<file path="src/rtl/fir_io_pkg.sv">
// rtl/fir_io_pkg.sv - shared state type, pin map and default widths for the FIR pin host
package fir_io_pkg;

   typedef enum logic [1:0] {
      ST_DUT_RST = 2'd0,
      ST_IDLE    = 2'd1,
      ST_PH_LO   = 2'd2,
      ST_PH_HI   = 2'd3
   } fir_io_state_e;

   localparam int IO_CLK_BIT = 0;
   localparam int IO_RST_BIT = 1;
   localparam int IO_X_LSB   = 2;

   localparam int FIR_BW_IN  = 6;
   localparam int FIR_BW_OUT = 8;

endpackage

</file>
<file path="src/rtl/fir_io_fifo.sv">
// rtl/fir_io_fifo.sv - first-word fall-through result buffer with synchronous flush
module fir_io_fifo
   import fir_io_pkg::*;
#(
   parameter int WIDTH = FIR_BW_OUT,
   parameter int DEPTH = 4
) (
   input  logic             clk,
   input  logic             rst,
   input  logic             flush_i,
   input  logic             push_i,
   input  logic [WIDTH-1:0] push_data_i,
   input  logic             pop_i,
   output logic [WIDTH-1:0] pop_data_o,
   output logic             empty_o,
   output logic             full_o
);

   localparam int AW = (DEPTH > 1) ? $clog2(DEPTH) : 1;

   logic [WIDTH-1:0] mem_q [DEPTH];
   logic [AW-1:0]    wr_q;
   logic [AW-1:0]    rd_q;
   logic [AW:0]      cnt_q;
   logic             do_push;
   logic             do_pop;

   function automatic logic [AW-1:0] ptr_inc(input logic [AW-1:0] p);
      return (p == AW'(DEPTH - 1)) ? '0 : p + AW'(1);
   endfunction

   assign empty_o    = (cnt_q == '0);
   assign full_o     = (cnt_q == (AW+1)'(DEPTH));
   assign pop_data_o = mem_q[rd_q];
   assign do_pop     = pop_i && !empty_o;
   // a pop frees the slot in the same cycle, so push-while-full is accepted
   assign do_push    = push_i && (!full_o || do_pop);

   always_ff @(posedge clk) begin
      if (do_push) begin
         mem_q[wr_q] <= push_data_i;
      end
   end

   always_ff @(posedge clk or negedge rst) begin
      if (!rst) begin
         wr_q  <= '0;
         rd_q  <= '0;
         cnt_q <= '0;
      end else if (flush_i) begin
         wr_q  <= '0;
         rd_q  <= '0;
         cnt_q <= '0;
      end else begin
         if (do_push) begin
            wr_q <= ptr_inc(wr_q);
         end
         if (do_pop) begin
            rd_q <= ptr_inc(rd_q);
         end
         case ({do_push, do_pop})
            2'b10:   cnt_q <= cnt_q + (AW+1)'(1);
            2'b01:   cnt_q <= cnt_q - (AW+1)'(1);
            default: cnt_q <= cnt_q;
         endcase
      end
   end

endmodule

</file>
<file path="src/rtl/fir_io_host.sv">
// rtl/fir_io_host.sv - drives {x, rst, clk} onto a TinyTapeout FIR and streams results back
// Optional FIR_IO_HOST_STATS_EN adds a 16-bit sample_count output.
module fir_io_host
   import fir_io_pkg::*;
#(
   parameter int BW_in      = FIR_BW_IN,
   parameter int BW_out     = FIR_BW_OUT,
   parameter int CLK_DIV    = 4,
   parameter int RST_CYCLES = 2,
   parameter int FIFO_DEPTH = 4
) (
   input  logic              clk,
   input  logic              rst,
   input  logic              s_valid,
   output logic              s_ready,
   input  logic [BW_in-1:0]  s_data,
   output logic              m_valid,
   input  logic              m_ready,
   output logic [BW_out-1:0] m_data,
   input  logic              dut_rst_req,
   output logic [7:0]        io_in,
   input  logic [7:0]        io_out,
`ifdef FIR_IO_HOST_STATS_EN
   output logic [15:0]       sample_count,
`endif
   output logic              busy
);

   localparam int DW     = (CLK_DIV > 1) ? $clog2(CLK_DIV) : 1;
   localparam int HALVES = 2 * RST_CYCLES;
   localparam int HW     = (HALVES > 1) ? $clog2(HALVES) : 1;
   localparam logic [DW-1:0] DIV_LAST  = DW'(CLK_DIV - 1);
   localparam logic [HW-1:0] HALF_LAST = HW'(HALVES - 1);
   localparam logic [7:0]    IO_RESET  = 8'b1 << IO_RST_BIT;

   fir_io_state_e state_q, state_d;
   logic [DW-1:0] div_q, div_d;
   logic [HW-1:0] half_q, half_d;
   logic [7:0]    io_q, io_d;
   logic          pend_q, pend_d;
   logic          div_last;
   logic          rst_req_eff;
   logic          ready_c;
   logic          fifo_push;
   logic          fifo_flush;
   logic          fifo_full;
   logic          fifo_empty;

   assign div_last    = (div_q == DIV_LAST);
   assign rst_req_eff = dut_rst_req || pend_q;

   always_comb begin
      state_d    = state_q;
      div_d      = div_q;
      half_d     = half_q;
      io_d       = io_q;
      pend_d     = pend_q;
      ready_c    = 1'b0;
      fifo_push  = 1'b0;
      fifo_flush = 1'b0;
      case (state_q)
         ST_DUT_RST: begin
            div_d = div_last ? '0 : div_q + DW'(1);
            if (div_last) begin
               if (half_q == HALF_LAST) begin
                  state_d = ST_IDLE;
                  io_d    = '0;
                  half_d  = '0;
               end else begin
                  io_d[IO_CLK_BIT] = ~io_q[IO_CLK_BIT];
                  half_d           = half_q + HW'(1);
               end
            end
         end
         ST_IDLE: begin
            ready_c = !fifo_full && !rst_req_eff;
            if (rst_req_eff) begin
               state_d    = ST_DUT_RST;
               io_d       = IO_RESET;
               div_d      = '0;
               half_d     = '0;
               pend_d     = 1'b0;
               fifo_flush = 1'b1;
            end else if (s_valid && ready_c) begin
               io_d                      = '0;
               io_d[IO_X_LSB +: BW_in]   = s_data;
               state_d                   = ST_PH_LO;
               div_d                     = '0;
            end
         end
         ST_PH_LO: begin
            pend_d = pend_q || dut_rst_req;
            div_d  = div_last ? '0 : div_q + DW'(1);
            if (div_last) begin
               state_d          = ST_PH_HI;
               io_d[IO_CLK_BIT] = 1'b1;
            end
         end
         ST_PH_HI: begin
            pend_d = pend_q || dut_rst_req;
            div_d  = div_last ? '0 : div_q + DW'(1);
            // the DUT output settled after the rising edge; capture just before falling
            if (div_last) begin
               fifo_push        = 1'b1;
               state_d          = ST_IDLE;
               io_d[IO_CLK_BIT] = 1'b0;
            end
         end
         default: begin
            state_d = ST_DUT_RST;
            io_d    = IO_RESET;
            div_d   = '0;
            half_d  = '0;
         end
      endcase
   end

   always_ff @(posedge clk or negedge rst) begin
      if (!rst) begin
         state_q <= ST_DUT_RST;
         div_q   <= '0;
         half_q  <= '0;
         io_q    <= IO_RESET;
         pend_q  <= 1'b0;
      end else begin
         state_q <= state_d;
         div_q   <= div_d;
         half_q  <= half_d;
         io_q    <= io_d;
         pend_q  <= pend_d;
      end
   end

   fir_io_fifo #(
      .WIDTH (BW_out),
      .DEPTH (FIFO_DEPTH)
   ) u_fifo (
      .clk         (clk),
      .rst         (rst),
      .flush_i     (fifo_flush),
      .push_i      (fifo_push),
      .push_data_i (io_out[BW_out-1:0]),
      .pop_i       (m_valid && m_ready),
      .pop_data_o  (m_data),
      .empty_o     (fifo_empty),
      .full_o      (fifo_full)
   );

`ifdef FIR_IO_HOST_STATS_EN
   logic [15:0] cnt_q;

   always_ff @(posedge clk or negedge rst) begin
      if (!rst) begin
         cnt_q <= '0;
      end else if (fifo_flush) begin
         cnt_q <= '0;
      end else if (fifo_push) begin
         cnt_q <= cnt_q + 16'd1;
      end
   end

   assign sample_count = cnt_q;
`endif

   assign s_ready = ready_c;
   assign m_valid = !fifo_empty;
   assign io_in   = io_q;
   assign busy    = (state_q != ST_IDLE);

endmodule

</file>
<file path="config.mk">
export PLATFORM = sky130hd
export DESIGN_NAME = fir_io_host
export DESIGN_NICKNAME = d
export VERILOG_FILES = /design/src/rtl/fir_io_pkg.sv /design/src/rtl/fir_io_fifo.sv /design/src/rtl/fir_io_host.sv
export SDC_FILE = /design/constraint.sdc
export NUM_CORES = 1
export LEC_CHECK = 0
export CAP_MARGIN = 30
export CORE_ASPECT_RATIO = 1.25
export CORE_MARGIN = 2
export CORE_UTILIZATION = 53
export CTS_BUF_LIST = sky130_fd_sc_hd__clkbuf_4 sky130_fd_sc_hd__clkbuf_8 sky130_fd_sc_hd__clkbuf_16
export CTS_CLUSTER_DIAMETER = 60
export CTS_CLUSTER_SIZE = 12
export DETAILED_ROUTE_END_ITERATION = 10
export GPL_TIMING_DRIVEN = 0
export PLACE_DENSITY = 0.89
export SLEW_MARGIN = 20
export SYNTH_ARGS = -nofsm -noshare
export SYNTH_HDL_FRONTEND = slang
export SYNTH_SLANG_ARGS = --single-unit
</file>
<file path="constraint.sdc">
create_clock -name clk -period 2.4 [get_ports clk]
set_input_delay 0.48 -clock clk [delete_from_list [all_inputs] [get_ports clk]]
set_output_delay 0.48 -clock clk [all_outputs]
set_load 0.05 [all_outputs]
</file>
# After elaboration in Yosys (flattened, before gate mapping)
# Memory sizes are Yosys's and may differ from the RTL's.
# Cells that the tools add are included.
# classes
n_addsub	6
multipliers	0
div_mod_pow	0
n_lt_le_gt_ge	0
n_eq_ne	17
shift	0
mux	41
bitwise	1
reduce_logical	24
# op_table
operator	count
$mux 2	18
$mux 8	3
$eq 2x2->1 const B	7
$pmux 7 s2	1
$mux 1	11
$ne 2x2->1 const B	5
$add 2x1->2 const B	4
$pmux 2 s2	2
$pmux 2 s4	1
$reduce_and 4->1	2
$reduce_bool 2->1	4
$mux 7	1
$pmux 3 s2	1
$logic_and 1x1->1	5
$reduce_and 5->1	1
$eq 2x1->1 const B	2
$pmux 1 s4	1
$add 3x1->3 const B	1
$eq 3x3->1 const B	1
$logic_not 1->1	3
$logic_not 3->1	1
$mux 3	1
$ne 3x3->1 const B	1
$reduce_and 3->1	1
10 further kinds	11
# totals
ff_bits	22
latch_bits	0
ramBits	32
rom_bits	0
in_bits	19
out_inout_bits	19
wordCells	99
n_memories	1
# memory_table
memory	words	word_bits	rd	rd_ports_with_merged_regs	write_ports	line	text
u_fifo.mem_q	4	8	1	0	1	fir_io_fifo.sv:21	logic [WIDTH-1:0] mem_q [DEPTH];

# Logic depth before layout (Yosys ltp)
# Gate-level depths: netlist (run 1).
# logic_depth
word_depth	9
depth_mapped	9
ltp_nobuf	8

# Hierarchy
# Synthesis (run 1) repeated with hierarchy kept, for this count alone.
# unflattened
hier_cells	198
hier_area_um2	2571.2
# modules_own_cells
module	instances	cells_each	area_each_um2	seq_area_each_um2
fir_io_fifo	1	107	1734.2	1136.1
fir_io_host	1	91	837.1	376.6

# Worst setup path before layout (run 1)
# Ideal clock, no wire load.
# synth_timing
path_kind	register to output
from	register state_q[1]
to	output port s_ready
arrival_ps	1917
t_required_ps	1920
slack_ps	3
path_stages_with_launch	5
path_buffers	0
path_cell_list	dfrtp_1 -> inv_1 -> ha_1 -> or3b_4 -> a21oi_1
# synth_between
elab_chain_len	2
# synth_lines
item	line	text
start, declared	fir_io_host.sv:36	fir_io_state_e state_q, state_d;
start signal, assigned	fir_io_host.sv:126	state_q <= state_d;
$eq 2x1->1	fir_io_host.sv:61	case (state_q)
$mux 1	fir_io_host.sv:61	
end, declared	fir_io_host.sv:15	output logic s_ready,
# Every way passes these cells.

# Final worst setup path (run 1)
# layout_timing
from	register u_fifo.rd_q[0]
to	output port m_data[7]
# layout_between
elab_chain_len	1
# layout_lines
item	line	text
start, declared	fir_io_fifo.sv:23	logic [AW-1:0] rd_q;
start signal, assigned	fir_io_fifo.sv:59	rd_q <= ptr_inc(rd_q);
$mem_v2 4x8	n/a	
end, declared	fir_io_host.sv:19	output logic [BW_out-1:0] m_data,
# Every way passes these cells.

==> impl_metrics.ini, run 1 <==
[die]
die_w_microns = 64.9
fp.dieArea_sq_um = 5190
rows = 27
pin_count = 38
core_area_sq_um = 4430
die_h_microns = 80.1
initial_core_util_pct = 55.4

[cells_and_area]
final_nets = 247
fin_cells = 274
syn2layout_area_growth_pct = 21.5
antenna_cells = 0
final_layout_size_suffix_gt1_share_pct = 16.7

[logic_synthesis]
ys_warn_count = 0
yosys.area.top_type_share_pct = 39.2
netlist_top_cells_area = edfxtp_1, dfrtp_1, mux4_2
synth-seq-cells = 54
synth_flop_cell = edfxtp_1
avgSynthCellArea_sq_um = 14.3
seq_area_frac_synth_pct = 61.7
synthArstFlopShare_pct = 40.7
synthTopCellsByCount = edfxtp_1, dfrtp_1, nor2_1
yosysMostFrequentCell = edfxtp_1
netlist_instances = 171
ys_types = 38
syn_nets = 203
synth_edf_count = 32
synth_area_sq_um = 2450
synth_area_leader_cell = edfxtp_1

[setup_path]
reg2reg_from = u_fifo.cnt_q[0]
cp-end-kind = primary output
reg2reg_to = u_fifo.cnt_q[2]
worstRegToRegCells = 6
cp_slowest_cell = mux4_2
cp.arrival_ns = 1.84
start_kind = register
cp.buffers_inverters = 2
path_cells = buf_4 -> mux4_2 -> dlygate4sd2_1
r2r_setup_slack_ns = 0.24
path_max_fanout = 10
cp_slowest_stage_delay_ns = 0.52
required_ns = 1.92
crit_family = buffers and inverters
path_class = register to primary output

[sta]
hold_violations = 0
tightest_slew_ns = 0.589
finalCriticalPeriod_ns = 2.32
skew_ns = 0.00228
fin_ws_ns = 0.0763
setup_viol = 0
fin_crit_sh_pct = 96.8
slew_violations = 0
whs_ns = 0.512
relSlewSlack_pct = 60.6
clock.fmax_mhz = 430
rsz0062_at_grt = false

[min_path]
min_from = div_q[1]
min_delay_worst_endpoint = div_q[1]
hold_path_class = register to register
holdPathStages = 1

[power]
powerDensity_nw_per_um2 = 1100
clkPwrFrac_pct = 15.2
p_int_uw = 1900
pwr-share-seq_pct = 38.8
combPwrFrac_pct = 46.0
p_sw_share_pct = 41.9
leakagePower_uw = 0.00116
switchingPower_uw = 1370
ir_worst_vdd_mv = 0.677

[global_route]
busiest_layer = met2
grt_pass1_vias = 1564
grt-ovfl-total = 0
grt_pass1_wl_mm = 7.52
grt_use_total_pct = 19.4
grt_antenna_before_repair = 0
use_met3_pct = 4.48
grt_util_met1_pct = 22.7
use_met2_pct = 35.4
grt_max_degree = 18

[clock_network]
cts_root_buffer = clkbuf_8
clk_path_buf_depth = 2
cts-buffers-inserted = 5
clk_latency_ns = 0.30
cts_max_level = 2
cts.clk_slew.worst_paths_ns = 0.09
clkSinkCount = 54
cts_tree = yes

[routing]
drc = 0
vias = 1522
drtIter0Drc = 62
drt-pass1-iter-count = 4
wire_per_inst_microns = 16.6
final_antenna_net_count = 0
totalWireLength_mm = 4.55
via_per_inst = 5.55

[placed_design]
port-buffer-count = 37
gp_congestion = 0.782
dp_hpwl_mm = 3.49
dpl.cell_count = 267
place_ws_ns = -0.426

[flow_run]
cap_viol_max_count = 0

[run_status]
outcome = complete, no violations
## per-stage QoR
step	utilization [%]	power, uW	cell area [sq um]	setup TNS, ns
2_1_floorplan	-	2370	2450	0
3_3_place_gp	65.5	2780	2900	-0.450
3_5_place_dp	65.8	2840	2910	-0.541
4_1_cts	67.7	3310	3000	0
5_1_grt	67.4	3480	2980	0
6_report	67.4	3270	2980	0
## state kept, by name, indices dropped and copies added (netlist names)
name	count
u_fifo.wr_q	2
io_in	8
u_fifo.cnt_q	3
half_q	2
u_fifo.mem_q	32
u_fifo.rd_q	2
state_q	2
div_q	2
pend_q	1
## power by group through the flow
stage	clock, uW	sequential [uW]	combinational [uW]
global placement	0	1260	1520
finish	498	1270	1500
global route	553	1290	1630
CTS	514	1270	1520
floorplan	0	1420	952
detailed placement	0	1270	1570
## routing by layer
layer	up-vias	share of wire, %
met4	0	1.7
li1	724	-
met2	45	56
met3	9	4.9
met1	744	37
met5	-	0
## cells by family (layout without fill, tap and decap cells)
kind of cell / after synthesis / after routing / share of synthesized area (%)
flops: 54 / 54 / 61.7
mux: 15 / 15 / 10.4
compound gates: 33 / 33 / 9.18
simple gates: 44 / 44 / 9.38
xor+xnor: 1 / 1 / 0.357
buf+inv: 11 / 56 / 2.09
fa+ha+maj: 13 / 13 / 6.94
## worst register-to-register path: stages (launching register included)
cell and delay, ns:
dfrtp_1 0.48, o31ai_1 0.55, nor2_1 0.12, fa_1 0.46, nor3_1 0.22, o21bai_1 0.08, a31oi_1 0.17
## layout make-up
type / instances / area (sq um)
sequential: 54 / 1510
fill: 330 / 1440
multi-input combinational: 106 / 906
timing repair buffer: 38 / 352
tap: 58 / 72.6
clock buffer: 5 / 68.8
inverter: 7 / 26.3
buffer: 3 / 23.8
clock inverter: 3 / 20.0
## worst max-delay path by stage
stage,endpoint,slack (ns),startpoint,cells past startpoint
2_1_floorplan,s_ready,0.003,state_q[1],4
3_3_place_gp,s_ready,-0.45,dut_rst_req,4
3_5_place_dp,s_ready,-0.43,dut_rst_req,4
4_1_cts,m_data[1],0.02,u_fifo.rd_q[0],3
5_1_grt,m_data[4],0.0006,u_fifo.rd_q[0],3
6_report,m_data[7],0.08,u_fifo.rd_q[0],3
## cells in the final DEF (no fill, tap or decap), types with 3 or more instances in the layout
cell	count
edfxtp_1	32
nand2b_1	3
clkbuf_2	6
nor2_1	13
nand2_1	9
o31ai_1	3
ha_1	11
clkdlybuf4s50_1	26
mux2i_1	6
o21ai_0	9
inv_1	6
a22o_1	7
dlygate4sd2_1	5
and2_1	5
nor3_1	3
mux4_2	8
a21oi_1	6
dfrtp_1	21
clkbuf_8	5
## timing repair
action,in CTS,in global routing
setup buffers,0,0
hold buffers,0,0
gates resized for setup,19,12
endpoints found under the setup margin,11,6
No activity file was read; power rests on OpenSTA's default activity.
==> run 2: changes to the inputs <==
Settings changed: ABC_CLOCK_PERIOD_IN_PS set to 2400.
==> results of run 2 <==
Final layout, timing and power as in run 1 (identical DEF).
==> run 3: changes to the inputs <==
Settings changed: CORE_UTILIZATION 53 to 40, PLACE_DENSITY 0.89 to 0.72.
==> run 3 against run 2 <==
Against the previous run: fmax grew 1.5%; final area grew 0.59%; global-route usage shrank 5.3 points; non-clock buffer count is the same; sequential share of layout area shrank 0.30 points; setup slack gained 0.034 ns; sequential power is essentially flat; register-to-register slack gained 0.05 ns; critical path depth grew 2; die area grew 31%; clock skew grew 0.0050 ns; combinational power is essentially flat.
==> impl_metrics.ini, run 3 (synthesis gave the netlist of run 1 again) <==
[sta]
rsz0062_at_grt = false
fin_crit_sh_pct = 95.4
finalCriticalPeriod_ns = 2.29
hold_violations = 0
tightest_slew_ns = 0.541
relSlewSlack_pct = 63.5
skew_ns = 0.00724
slew_violations = 0
setup_viol = 0
clock.fmax_mhz = 437

[cells_and_area]
final_nets = 247
antenna_cells = 0
fillers = 527
layout_common_cells = edfxtp_1, clkdlybuf4s50_1, dfrtp_1
largest_reg_flops = 32
final_layout_size_suffix_gt1_share_pct = 18.1
syn2layout_area_growth_pct = 22.2
top_register = u_fifo.mem_q
fin_cells = 298
final_common_cell = edfxtp_1

[setup_path]
cp.arrival_ns = 1.81
path_max_fanout = 7
path_cells = inv_2 -> ha_4 -> or3b_4 -> a21oi_1 -> buf_4
path_class = register to primary output
cp_slowest_stage_delay_ns = 0.43
start_kind = register
required_ns = 1.92
cp_slowest_cell = dfrtp_1
cp-end-kind = primary output
crit_family = flip-flops
cp.buffers_inverters = 2

[routing]
vias = 1509
drtIter0Drc = 70
totalWireLength_mm = 4.39
drc = 0
final_antenna_net_count = 0
drt-pass1-iter-count = 4
wire_per_inst_microns = 14.7
via_per_inst = 5.06

[run_status]
outcome = complete, no violations

[placed_design]
dpl.cell_count = 291
dp_hpwl_mm = 3.22
port-buffer-count = 37
gp_congestion = 0.739

[clock_network]
cts-buffers-inserted = 5
post_cts_buffers = 0
cts.clk_slew.worst_paths_ns = 0.09
cts_tree = yes
clk_latency_ns = 0.31
clkSinkCount = 54
cts_root_buffer = clkbuf_8
cts_max_level = 2
clk_path_buf_depth = 2

[power]
pwr-share-seq_pct = 38.6
switchingPower_uw = 1370
clkPwrFrac_pct = 15.7
leakagePower_uw = 0.00116
combPwrFrac_pct = 45.7
powerDensity_nw_per_um2 = 1090
p_sw_share_pct = 41.8
p_int_uw = 1910
power_uw = 3280
ir_worst_vdd_mv = 0.525

[min_path]
hold_path_class = register to register

[die]
fp.dieArea_sq_um = 6780
pin_count = 38
die_h_microns = 91.6
core_area_sq_um = 5860
initial_core_util_pct = 41.9
die_w_microns = 74.1
rows = 31

[global_route]
grt_pass1_wl_mm = 7.31
grt_max_degree = 18
grt_pass1_vias = 1574
grt-ovfl-total = 0
grt_antenna_before_repair = 0
grt_use_total_pct = 14.1

[flow_run]
cap_viol_max_count = 0
[run 3: cell count changes in the layout (fill, tap and decap cells not counted), sizes merged]
cell | previous run | this run
inv | 8 | 7
dlygate4sd2 | 5 | 2
clkbuf | 11 | 15
clkinvlp | 1 | 2
clkinv | 1 | 0
[run 3: metrics by stage]
stage	setup slack [ns]	TNS [ns]	utilization [%]	hold slack [ns]	cell area (sq um)
detailed placement	-0.419	-0.425	50.2	0.493	2940
CTS	0.0357	0	51.7	0.517	3030
finish	0.110	0	51.2	0.510	3000
global route	0.0230	0	51.2	0.538	3000
floorplan	0.00267	0	-	0.184	2450
global placement	-0.445	-0.445	50.0	0.480	2930
[run 3: per-layer routing]
layer / vias up / part of all wire (%) / global-route usage (%)
li1: 725 / - / -
met1: 749 / 42 / 17.0
met2: 29 / 52 / 24.1
met3: 6 / 4.1 / 4.22
met4: 0 / 1.1 / 3.79
met5: - / 0 / 0
[run 3: repair_timing]
item / CTS / global route
gates resized for setup: 19 / 17
endpoints found under the setup margin: 11 / 9
hold buffers: 0 / 0
[run 3: final timing paths]
path                                    to        from  cells past startpoint  slack [ns]
max                                s_ready  state_q[1]                      5        0.11
min                               io_in[6]    io_in[6]                      1        0.51
max reg2reg                u_fifo.cnt_q[2]    div_q[0]                      9        0.29
min reg2reg                       io_in[6]    io_in[6]                      1        0.51
max in group asynchronous   u_fifo.rd_q[0]         rst                      2        1.41
min in group asynchronous        half_q[1]         rst                      1        0.52
[run 3: cell type report]
type | instances | area, sq um | share of cell area [%]
well taps | 82 | 103 | 3.42
clock buffers | 6 | 76.3 | 2.54
clock inverters | 2 | 15.0 | 0.501
multi-input cells | 106 | 902 | 30.1
inverters | 7 | 26.3 | 0.876
flip-flops and latches | 54 | 1510 | 50.4
plain buffers | 3 | 23.8 | 0.793
repair buffers | 38 | 340 | 11.3
[run 3: power by group through the flow]
stage | registers, uW | clock network (uW) | logic, uW
after global routing | 1280 | 564 | 1630
after floorplan | 1420 | 0 | 952
final | 1260 | 515 | 1500
after CTS | 1260 | 532 | 1530
after global placement | 1260 | 0 | 1540
after detailed placement | 1260 | 0 | 1570
